**src/rtl/apb2_mult_master_if.sv**
```systemverilog
// apb2_mult_master_if
//   Bundles the signals of the multiply requester: the request port, the
//   response port, the busy flag and the APB2 requester bus.
//
//   Request  : req_valid, req_ready, req_a[7:0], req_b[7:0]
//   Response : rsp_valid, rsp_ready, rsp_product[15:0], rsp_timeout
//   Status   : busy
//   APB      : psel, penable, pwrite, paddr[9:0] (word address), pwdata[31:0],
//              prdata[31:0]
//
//   modport master : the requester's view (drives the APB bus and the
//                    handshake outputs).
//   modport slave  : the environment's view (user logic plus APB peripheral).
interface apb2_mult_master_if;
  logic        req_valid;
  logic        req_ready;
  logic [7:0]  req_a;
  logic [7:0]  req_b;
  logic        rsp_valid;
  logic        rsp_ready;
  logic [15:0] rsp_product;
  logic        rsp_timeout;
  logic        busy;
  logic        psel;
  logic        penable;
  logic        pwrite;
  logic [9:0]  paddr;
  logic [31:0] pwdata;
  logic [31:0] prdata;

  modport master (
    input  req_valid, req_a, req_b, rsp_ready, prdata,
    output req_ready, rsp_valid, rsp_product, rsp_timeout, busy,
           psel, penable, pwrite, paddr, pwdata
  );

  modport slave (
    output req_valid, req_a, req_b, rsp_ready, prdata,
    input  req_ready, rsp_valid, rsp_product, rsp_timeout, busy,
           psel, penable, pwrite, paddr, pwdata
  );
endinterface

```
**src/rtl/apb2_mult_master.sv**
```systemverilog
// apb2_mult_master
//   APB2 requester that runs one signed 8x8 multiply on the APB multiplier
//   peripheral per accepted request. The sequence is: write multiplier
//   (word 0), write multiplicand (word 1), write start (word 2 = 1), poll
//   word 2 until bit 1 (done) is set, then read the product (word 3). The
//   product is handed back unmodified on the response port.
//
//   Parameters
//     POLL_GAP  : idle cycles between consecutive status polls (0..256).
//     MAX_POLLS : status reads issued before reporting a timeout (1..255).
//
//   Ports
//     pclk   : clock, all logic on the rising edge.
//     preset : synchronous active-high reset.
//     bus    : apb2_mult_master_if.master (request, response, busy, APB).
module apb2_mult_master #(
  parameter int POLL_GAP  = 2,
  parameter int MAX_POLLS = 64
) (
  input  logic               pclk,
  input  logic               preset,
  apb2_mult_master_if.master bus
);

  typedef enum logic [2:0] {
    S_IDLE,
    S_W_MER,
    S_W_MCAND,
    S_W_CMD,
    S_POLL,
    S_GAP,
    S_R_RES,
    S_RESP
  } state_t;

  localparam logic [9:0] ADDR_MER    = 10'd0;
  localparam logic [9:0] ADDR_MCAND  = 10'd1;
  localparam logic [9:0] ADDR_CMD    = 10'd2;
  localparam logic [9:0] ADDR_RESULT = 10'd3;
  localparam logic [7:0] POLL_LIMIT  = 8'(MAX_POLLS);
  localparam logic [7:0] GAP_LAST    = 8'((POLL_GAP > 0) ? POLL_GAP - 1 : 0);

  state_t      r_state;
  state_t      w_stateNext;
  logic        r_access;
  logic [7:0]  r_a;
  logic [7:0]  r_b;
  logic [7:0]  r_pollCnt;
  logic [7:0]  r_gapCnt;
  logic [15:0] r_product;
  logic        r_timeout;
  logic        r_busy;

  logic        w_inXfer;
  logic [7:0]  w_pollNext;
  logic        w_statusDone;
  logic        w_pollExpired;

  // Only the done flag and the low half of the result word carry meaning.
  wire w_unusedPrdata = &{1'b0, bus.prdata[31:16]};

  // r_access is the APB phase bit inside a transfer state: 0 = SETUP,
  // 1 = ACCESS. Every transfer state leaves on the edge that ends ACCESS.
  assign w_inXfer = (r_state == S_W_MER)   || (r_state == S_W_MCAND) ||
                    (r_state == S_W_CMD)   || (r_state == S_POLL)    ||
                    (r_state == S_R_RES);

  // Poll count saturates so a misconfigured limit can never wrap to zero.
  assign w_pollNext    = (r_pollCnt == 8'hFF) ? 8'hFF : r_pollCnt + 8'd1;
  assign w_statusDone  = bus.prdata[1];
  assign w_pollExpired = (w_pollNext == POLL_LIMIT);

  assign bus.rsp_product = r_product;
  assign bus.rsp_timeout = r_timeout;
  assign bus.busy        = r_busy;

  // Next-state and bus decode. Address, direction and write data depend only
  // on the state, so they hold steady across SETUP and ACCESS; penable simply
  // follows the phase bit.
  always_comb begin
    w_stateNext   = r_state;
    bus.req_ready = 1'b0;
    bus.rsp_valid = 1'b0;
    bus.psel      = 1'b0;
    bus.penable   = 1'b0;
    bus.pwrite    = 1'b0;
    bus.paddr     = '0;
    bus.pwdata    = '0;
    case (r_state)
      S_IDLE: begin
        bus.req_ready = 1'b1;
        if (bus.req_valid) w_stateNext = S_W_MER;
      end
      S_W_MER: begin
        bus.psel    = 1'b1;
        bus.penable = r_access;
        bus.pwrite  = 1'b1;
        bus.paddr   = ADDR_MER;
        bus.pwdata  = {24'd0, r_a};
        if (r_access) w_stateNext = S_W_MCAND;
      end
      S_W_MCAND: begin
        bus.psel    = 1'b1;
        bus.penable = r_access;
        bus.pwrite  = 1'b1;
        bus.paddr   = ADDR_MCAND;
        bus.pwdata  = {24'd0, r_b};
        if (r_access) w_stateNext = S_W_CMD;
      end
      S_W_CMD: begin
        bus.psel    = 1'b1;
        bus.penable = r_access;
        bus.pwrite  = 1'b1;
        bus.paddr   = ADDR_CMD;
        bus.pwdata  = 32'h1;
        if (r_access) w_stateNext = S_POLL;
      end
      S_POLL: begin
        bus.psel    = 1'b1;
        bus.penable = r_access;
        bus.paddr   = ADDR_CMD;
        if (r_access) begin
          if (w_statusDone)       w_stateNext = S_R_RES;
          else if (w_pollExpired) w_stateNext = S_RESP;
          else if (POLL_GAP == 0) w_stateNext = S_POLL;
          else                    w_stateNext = S_GAP;
        end
      end
      S_GAP: begin
        if (r_gapCnt == GAP_LAST) w_stateNext = S_POLL;
      end
      S_R_RES: begin
        bus.psel    = 1'b1;
        bus.penable = r_access;
        bus.paddr   = ADDR_RESULT;
        if (r_access) w_stateNext = S_RESP;
      end
      S_RESP: begin
        bus.rsp_valid = 1'b1;
        if (bus.rsp_ready) w_stateNext = S_IDLE;
      end
      default: w_stateNext = S_IDLE;
    endcase
  end

  // State register plus datapath. Reset drops any in-flight request: the
  // state returns to IDLE, so the bus is released and no response follows.
  always_ff @(posedge pclk) begin
    if (preset) begin
      r_state   <= S_IDLE;
      r_access  <= 1'b0;
      r_a       <= '0;
      r_b       <= '0;
      r_pollCnt <= '0;
      r_gapCnt  <= '0;
      r_product <= '0;
      r_timeout <= 1'b0;
      r_busy    <= 1'b0;
    end else begin
      r_state  <= w_stateNext;
      r_access <= w_inXfer & ~r_access;
      case (r_state)
        S_IDLE: begin
          if (bus.req_valid) begin
            r_a       <= bus.req_a;
            r_b       <= bus.req_b;
            r_pollCnt <= '0;
            r_busy    <= 1'b1;
          end
        end
        S_POLL: begin
          if (r_access) begin
            r_pollCnt <= w_pollNext;
            r_gapCnt  <= '0;
            if (!w_statusDone && w_pollExpired) begin
              r_timeout <= 1'b1;
              r_product <= '0;
            end
          end
        end
        S_GAP: r_gapCnt <= r_gapCnt + 8'd1;
        S_R_RES: begin
          if (r_access) begin
            r_product <= bus.prdata[15:0];
            r_timeout <= 1'b0;
          end
        end
        S_RESP: begin
          if (bus.rsp_ready) r_busy <= 1'b0;
        end
        default: ;
      endcase
    end
  end

endmodule
```
**src/flat_wrapper.sv**
```systemverilog
// flat-port wrapper written by rule: the top's interface ports become plain ports
module apb2_mult_master_flat 
#(
  parameter int POLL_GAP  = 2,
  parameter int MAX_POLLS = 64
)
  (pclk, preset, bus_req_valid, bus_req_a, bus_req_b, bus_rsp_ready, bus_prdata, bus_req_ready, bus_rsp_valid, bus_rsp_product, bus_rsp_timeout, bus_busy, bus_psel, bus_penable, bus_pwrite, bus_paddr, bus_pwdata);
  apb2_mult_master_if bus_i ();
  input  logic pclk;
  input  logic preset;
  input wire logic [$bits(bus_i.req_valid)-1:0] bus_req_valid;
  input wire logic [$bits(bus_i.req_a)-1:0] bus_req_a;
  input wire logic [$bits(bus_i.req_b)-1:0] bus_req_b;
  input wire logic [$bits(bus_i.rsp_ready)-1:0] bus_rsp_ready;
  input wire logic [$bits(bus_i.prdata)-1:0] bus_prdata;
  output wire logic [$bits(bus_i.req_ready)-1:0] bus_req_ready;
  output wire logic [$bits(bus_i.rsp_valid)-1:0] bus_rsp_valid;
  output wire logic [$bits(bus_i.rsp_product)-1:0] bus_rsp_product;
  output wire logic [$bits(bus_i.rsp_timeout)-1:0] bus_rsp_timeout;
  output wire logic [$bits(bus_i.busy)-1:0] bus_busy;
  output wire logic [$bits(bus_i.psel)-1:0] bus_psel;
  output wire logic [$bits(bus_i.penable)-1:0] bus_penable;
  output wire logic [$bits(bus_i.pwrite)-1:0] bus_pwrite;
  output wire logic [$bits(bus_i.paddr)-1:0] bus_paddr;
  output wire logic [$bits(bus_i.pwdata)-1:0] bus_pwdata;
  assign bus_i.req_valid = bus_req_valid;
  assign bus_i.req_a = bus_req_a;
  assign bus_i.req_b = bus_req_b;
  assign bus_i.rsp_ready = bus_rsp_ready;
  assign bus_i.prdata = bus_prdata;
  assign bus_req_ready = bus_i.req_ready;
  assign bus_rsp_valid = bus_i.rsp_valid;
  assign bus_rsp_product = bus_i.rsp_product;
  assign bus_rsp_timeout = bus_i.rsp_timeout;
  assign bus_busy = bus_i.busy;
  assign bus_psel = bus_i.psel;
  assign bus_penable = bus_i.penable;
  assign bus_pwrite = bus_i.pwrite;
  assign bus_paddr = bus_i.paddr;
  assign bus_pwdata = bus_i.pwdata;
  apb2_mult_master #(.POLL_GAP(POLL_GAP), .MAX_POLLS(MAX_POLLS)) u_core (.pclk(pclk), .preset(preset), .bus(bus_i));
endmodule
```
**config.mk**
```make
export PLATFORM = sky130hd
export DESIGN_NAME = apb2_mult_master_flat
export DESIGN_NICKNAME = d
export VERILOG_FILES = /design/src/rtl/apb2_mult_master_if.sv /design/src/rtl/apb2_mult_master.sv /design/src/flat_wrapper.sv
export SDC_FILE = /design/constraint.sdc
export NUM_CORES = 1
export LEC_CHECK = 0
export CORE_ASPECT_RATIO = 0.6
export CORE_MARGIN = 5
export CORE_UTILIZATION = 30
export CTS_CLUSTER_SIZE = 28
export DETAILED_ROUTE_END_ITERATION = 6
export SYNTH_ARGS = -nofsm -noshare
export SYNTH_HDL_FRONTEND = slang
export SYNTH_SLANG_ARGS = --single-unit
```
**constraint.sdc**
```tcl
create_clock -name pclk -period 2.45 [get_ports pclk]
set_input_delay 0.3675 -clock pclk [delete_from_list [all_inputs] [get_ports pclk]]
set_output_delay 0.3675 -clock pclk [all_outputs]
set_load 0.01 [all_outputs]
```
; Word level (Yosys, flattened, before mapping)
; Cells that the tools add are included.
[op_classes]
n_addsub = 2
n_mul = 0
n_div = 0
magnitude_cmp = 0
n_eq_ne = 19
n_shift = 0
muxes = 35
n_bitwise = 2
reduce_logical = 20
[ops]
columns = cell, n
row1 = two-way mux 16 bit, 3
row2 = two-way mux 8 bit, 4
row3 = case mux 16 bit (2 select lines), 1
row4 = case mux 8 bit (2 select lines), 2
row5 = two-way mux 3 bit, 9
row6 = case mux 3 bit (8 select lines), 1
row7 = case mux 8 bit (3 select lines), 1
row8 = "adder 8 x 1 -> 8 bit, second input constant", 2
row9 = "equality test 3 bit, second input constant", 4
row10 = "inequality test 2 x 1 -> 1 bit, second input constant", 6
row11 = two-way mux 1 bit, 10
row12 = "equality test 8 x 1 -> 1 bit, second input constant", 1
row13 = "equality test 8 x 7 -> 1 bit, second input constant", 1
row14 = "equality test 8 bit, second input constant", 1
row15 = AND reduction 8 bit, 1
row16 = nonzero test 2 bit, 4
row17 = "equality test 3 x 2 -> 1 bit, second input constant", 2
row18 = "inequality test 2 bit, second input constant", 3
row19 = case mux 2 bit (3 select lines), 1
row20 = AND reduction 3 bit, 2
row21 = OR reduction 5 bit, 1
row22 = logical OR 1 bit, 4
row23 = case mux 1 bit (2 select lines), 2
row24 = AND reduction 2 bit, 2
row25 = other kinds (10), 10
[totals]
reg_bits = 54
latch_bits = 0
ram_bits = 0
mem_bits_ro = 0
inputBits = 52
out_inout_bits = 65
wordCells = 87
mem_count = 0

; Logic depth before layout (Yosys ltp)
[logic_depth]
word_depth = 7
ltp_mapped = 7
mapped_depth_nobuf = 7

; Worst setup path after synthesis
; OpenSTA, ideal clock, no wires.
[synth_timing]
kind = reg-to-reg
from = reg u_core.r_pollCnt[0]
to = reg u_core.r_product[10], in the netlist u_core.bus.rsp_product[10]
setup_ns = 0.117
arrival_time_ns = 1.785
required_time_ns = 2.333
slack_ns = 0.548
path_stages_with_launch = 8
n_path_buf = 1
period_less_slack_ns = 1.902
cell_sequence = dfxtp_1 > ha_1 > and4_4 > a22oi_2 > nor4b_4 > a31oi_4 > buf_6 > a22o_1
[synth_via]
elab_chain_len = 6
word_cells_on_any_way = 7
cone_classes = add/sub: 1 / eq/ne: 3 / mux: 1 / reduce/logical: 2
[synth_rtl]
columns = element, line_no
row1 = from (decl), apb2_mult_master.sv:48  ; logic [7:0] r_pollCnt;
row2 = from (signal assigned), apb2_mult_master.sv:173  ; r_pollCnt <= w_pollNext;
row3 = adder 8 x 1 -> 8 bit / equality test 8 bit (equally long branches), apb2_mult_master.sv:69  ; assign w_pollNext = (r_pollCnt == 8'hFF) ? 8'hFF : r_pollCnt + 8'd1;
row4 = two-way mux 8 bit *, apb2_mult_master.sv:69
row5 = equality test 8 x 7 -> 1 bit *, apb2_mult_master.sv:71  ; assign w_pollExpired = (w_pollNext == POLL_LIMIT);
row6 = logical AND 1 bit *, apb2_mult_master.sv:175  ; if (!w_statusDone && w_pollExpired) begin
row7 = inequality test 2 bit (no line) *, n/a
row8 = AND reduction 4 bit (no line) *, n/a
row9 = to (signal assigned), apb2_mult_master.sv:184  ; r_product <= bus.prdata[15:0];
row10 = to (decl), apb2_mult_master.sv:50  ; logic [15:0] r_product;
; Mark *: on every way between the ends. The rest lies on a longest branch, timed or not.
; A chain may end at the register's enable or synchronous reset.

; Worst setup path in the final report
[layout_timing]
from = reg u_core.r_state[1]
to = out bus_pwdata[1]
[layout_via]
elab_chain_len = 2
word_cells_on_any_way = 4
cone_classes = eq/ne: 3 / mux: 1
[layout_rtl]
columns = element, line_no
row1 = from (decl), apb2_mult_master.sv:43  ; state_t r_state;
row2 = from (signal assigned), apb2_mult_master.sv:160  ; r_state <= w_stateNext;
row3 = equality test 3 x 2 -> 1 bit / equality test 3 x 1 -> 1 bit (equally long branches), apb2_mult_master.sv:89  ; case (r_state)
row4 = case mux 8 bit (3 select lines) *, apb2_mult_master.sv:89
row5 = to (decl), flat_wrapper.sv:25  ; output wire logic [$bits(bus_i.pwdata)-1:0] bus_pwdata;
; Marks and branches as above.

==> flow_metrics.py <==
metrics = {
    "status": {
        "status": "finished clean",
    },
    "floorplan": {
        "die_area_um2": 11500,
        "die-height_um": 84.9,
        "dieWidth_um": 135,
        "coreArea_um2": 9160,
        "pin_count": 117,
        "row_count": 27,
        "start_util_pct": 30.7,
    },
    "grt": {
        "grt_pass1_wl_um": 11300,
        "track_usage_pct": 11.9,
        "grt_pass1_vias": 2292,
        "grt_max_degree": 38,
        "antenna_found_initial": 0,
        "grt_overflow_total": 0,
    },
    "final_layout": {
        "register_area_um2": 1080,
        "n_fill_cell": 915,
        "layout.cells.non_filler": 535,
        "multi_input_area_um2": 1460,
        "layout.nets": 459,
        "final_common_cell": "clkdlybuf4s50_1",
        "syn_to_final_growth_pct": 31.3,
        "drive_above_1_share_pct": 10.6,
        "diodes": 0,
        "mostFrequentLayoutCells": "68 x clkdlybuf4s50_1, 52 x dfxtp_1, 45 x nand2_1",
    },
    "sta": {
        "slew_violations": 0,
        "max_slew_margin_pct": 30.6,
        "rsz0062_at_grt": "false",
        "finalCritPeriodShare_pct": 93.5,
        "fmax_mhz": 436,
        "timing.final.ws_setup_ns": 0.159,
        "setup_viol": 0,
        "holdWs_ns": 0.442,
        "final.setup_skew_ns": 0.00729,
        "finalCriticalPeriod_ns": 2.29,
        "fin_setup_tns_ns": 0,
        "worst_pin_slew_ns": 1.04,
        "finalHoldViolCount": 0,
    },
    "logic_synthesis": {
        "yosys_warnings": 0,
        "ys_seq_elements": 54,
        "synth_flop_cell": "dfxtp_1",
        "ys_seq_area_share_pct": 38.5,
        "synth-edff-count": 0,
        "async_flop_share_pct": 0,
        "syn_inst": 339,
        "netlist_area_um2": 2810,
        "synth_cell_types": 50,
        "avgSynthCellArea_um2": 8.28,
    },
    "worst_setup_path": {
        "cp.arrival_ns": 1.92,
        "cp-end-kind": "output port",
        "startpoint": "u_core.r_state[1]",
        "crit_fanout": 9,
        "cp_data_required_time_ns": 2.08,
        "start_kind": "register",
        "r2r-start": "u_core.r_pollCnt[1]",
        "worstSetupPathType": "register to output port",
    },
    "clock_network": {
        "cts_inserted_buffers": 5,
        "cts.sinks": 54,
        "insertion_delay_ns": 0.29,
        "cts_root_buf": "clkbuf_16",
        "cts_hold_buf": 0,
        "cts_setup_buffers": 0,
        "clk_pin_slew_worst_paths_ns": 0.07,
        "cts_max_level": 2,
        "cts_tree": "yes",
        "clk_path_buf_depth": 2,
    },
    "detailed_routing": {
        "drc": 0,
        "via_per_inst": 4.60,
        "detail-route-antenna-nets": 0,
        "vias": 2462,
        "postRouteWirelength_um": 7070,
        "wl_per_cell_um": 13.2,
        "drtPass1Iterations": 4,
        "drt-initial-drc-count": 102,
    },
    "power": {
        "static-leakage-power_nw": 1.37,
        "irDropWorstVdd_mv": 0.310,
        "p_per_area_nw_per_um2": 552,
    },
    "min_path": {
        "hp-start": "u_core.bus.rsp_timeout",
        "hold_class": "register to register",
    },
    "place": {
        "place_congestion": 0.801,
        "port_buffers": 68,
        "hpwl_um": 5220,
        "dp_cells": 527,
        "detailedPlace.worstSlack_ns": 0.307,
    },
    "run": {
        "cap_violations": 0,
    },
}
==> layer usage <==
metal | vias up | track usage (%) | wire, um
met2 | 66 | 17.2 | 2920
met4 | 0 | 1.85 | 0
li1 | 1250 | - | -
met3 | 0 | 4.09 | 465
met5 | - | 0 | 0
met1 | 1146 | 17.3 | 3680
==> layout make-up <==
type                            instances  share of cell area [%]
Inverter                                5                   0.509
Multi-Input combinational cell        255                    39.7
Timing Repair Buffer                   83                    21.5
Clock buffer                            5                    3.39
Sequential cell                        54                    29.4
Clock inverter                          3                    1.09
Tap cell                              130                    4.41
==> flip-flops by register name, indices dropped and copies added, names as in the netlist <==
register / count
u_core.r_pollCnt: 8
u_core.bus.busy: 1
u_core.r_a: 8
u_core.r_access: 1
u_core.bus.rsp_product: 16
u_core.r_state: 3
u_core.r_b: 8
u_core.bus.rsp_timeout: 1
u_core.r_gapCnt: 8
==> power breakdown <==
part           switching [mW]  leakage (nW)  total [mW]  internal (mW)
registers              0.0231         0.439       0.931          0.908
clock network           0.322        0.0836       0.801          0.479
logic                   0.156         0.852       0.302          0.146
total                   0.502          1.37        2.03           1.53
==> cell families (layout without fill, tap and decap cells) <==
family | count (synthesis) | count (layout) | share of synthesized area, %
AO/OA/AOI/OAI | 85 | 85 | 21.1
XOR/XNOR | 2 | 2 | 0.624
adder cells (fa/ha/maj) | 3 | 3 | 1.34
buffers and inverters | 61 | 96 | 13.6
flip-flops | 54 | 54 | 38.5
multiplexers | 6 | 6 | 2.23
other | 1 | 32 | 0.134
AND/OR/NAND/NOR | 127 | 127 | 22.5
==> per-stage QoR <==
stage	cell area, um2	total power, mW	utilization [%]
floorplan	2920	1.14	-
global placement	3520	1.25	38.4
detailed placement	3520	1.25	38.4
CTS	3680	2.05	40.2
global route	3690	2.13	40.3
finish	3690	2.03	40.3
==> synth_stat cells, types with 2 or more instances <==
library cell   n  area share [%]
and4_4         2            0.80
mux2i_1        4             1.4
dfxtp_1       54              39
nor2b_1        3            0.67
a211oi_1       8             2.1
nand3b_1       2            0.53
buf_4         34             9.1
ha_1           3             1.3
a21oi_1       35             6.2
nor3b_1        2            0.53
a22o_2         6             2.1
a22o_1        10             3.1
buf_2          5            0.89
mux2_2         2            0.80
nor2_1        34             4.5
a31oi_1        3            0.67
nand4_1        2            0.45
nand3_1       13             2.3
and3_1         2            0.45
and2_1         2            0.45
clkbuf_1      14             1.9
o21ai_0        7             1.2
inv_1          5            0.67
nand4bb_1      2            0.80
a22oi_1        8             2.1
nor3_1         8             1.4
nand2_1       45             6.0
buf_6          2            0.80
==> critical path, cell delays in order, from the launching register on <==
cell	delay, ns
dfxtp_2	0.41
inv_1	0.10
nor2_2	0.16
buf_4	0.19
a22oi_1	0.08
nor2_1	0.13
clkdlybuf4s50_1	0.56
==> final timing paths <==
check	end	slack (ns)	depth (start not counted)
max	bus_pwdata[1]	0.16	6
min	u_core.bus.rsp_timeout	0.44	2
max reg2reg	u_core.bus.rsp_product[4]	0.30	6
min reg2reg	u_core.bus.rsp_timeout	0.44	2
==> what timing repair did <==
item / CTS / global route
hold endpoints to repair: 0 / 0
setup endpoints to repair: 0 / 7
resized for setup: 0 / 3
Power figures use the tool's default switching activity.
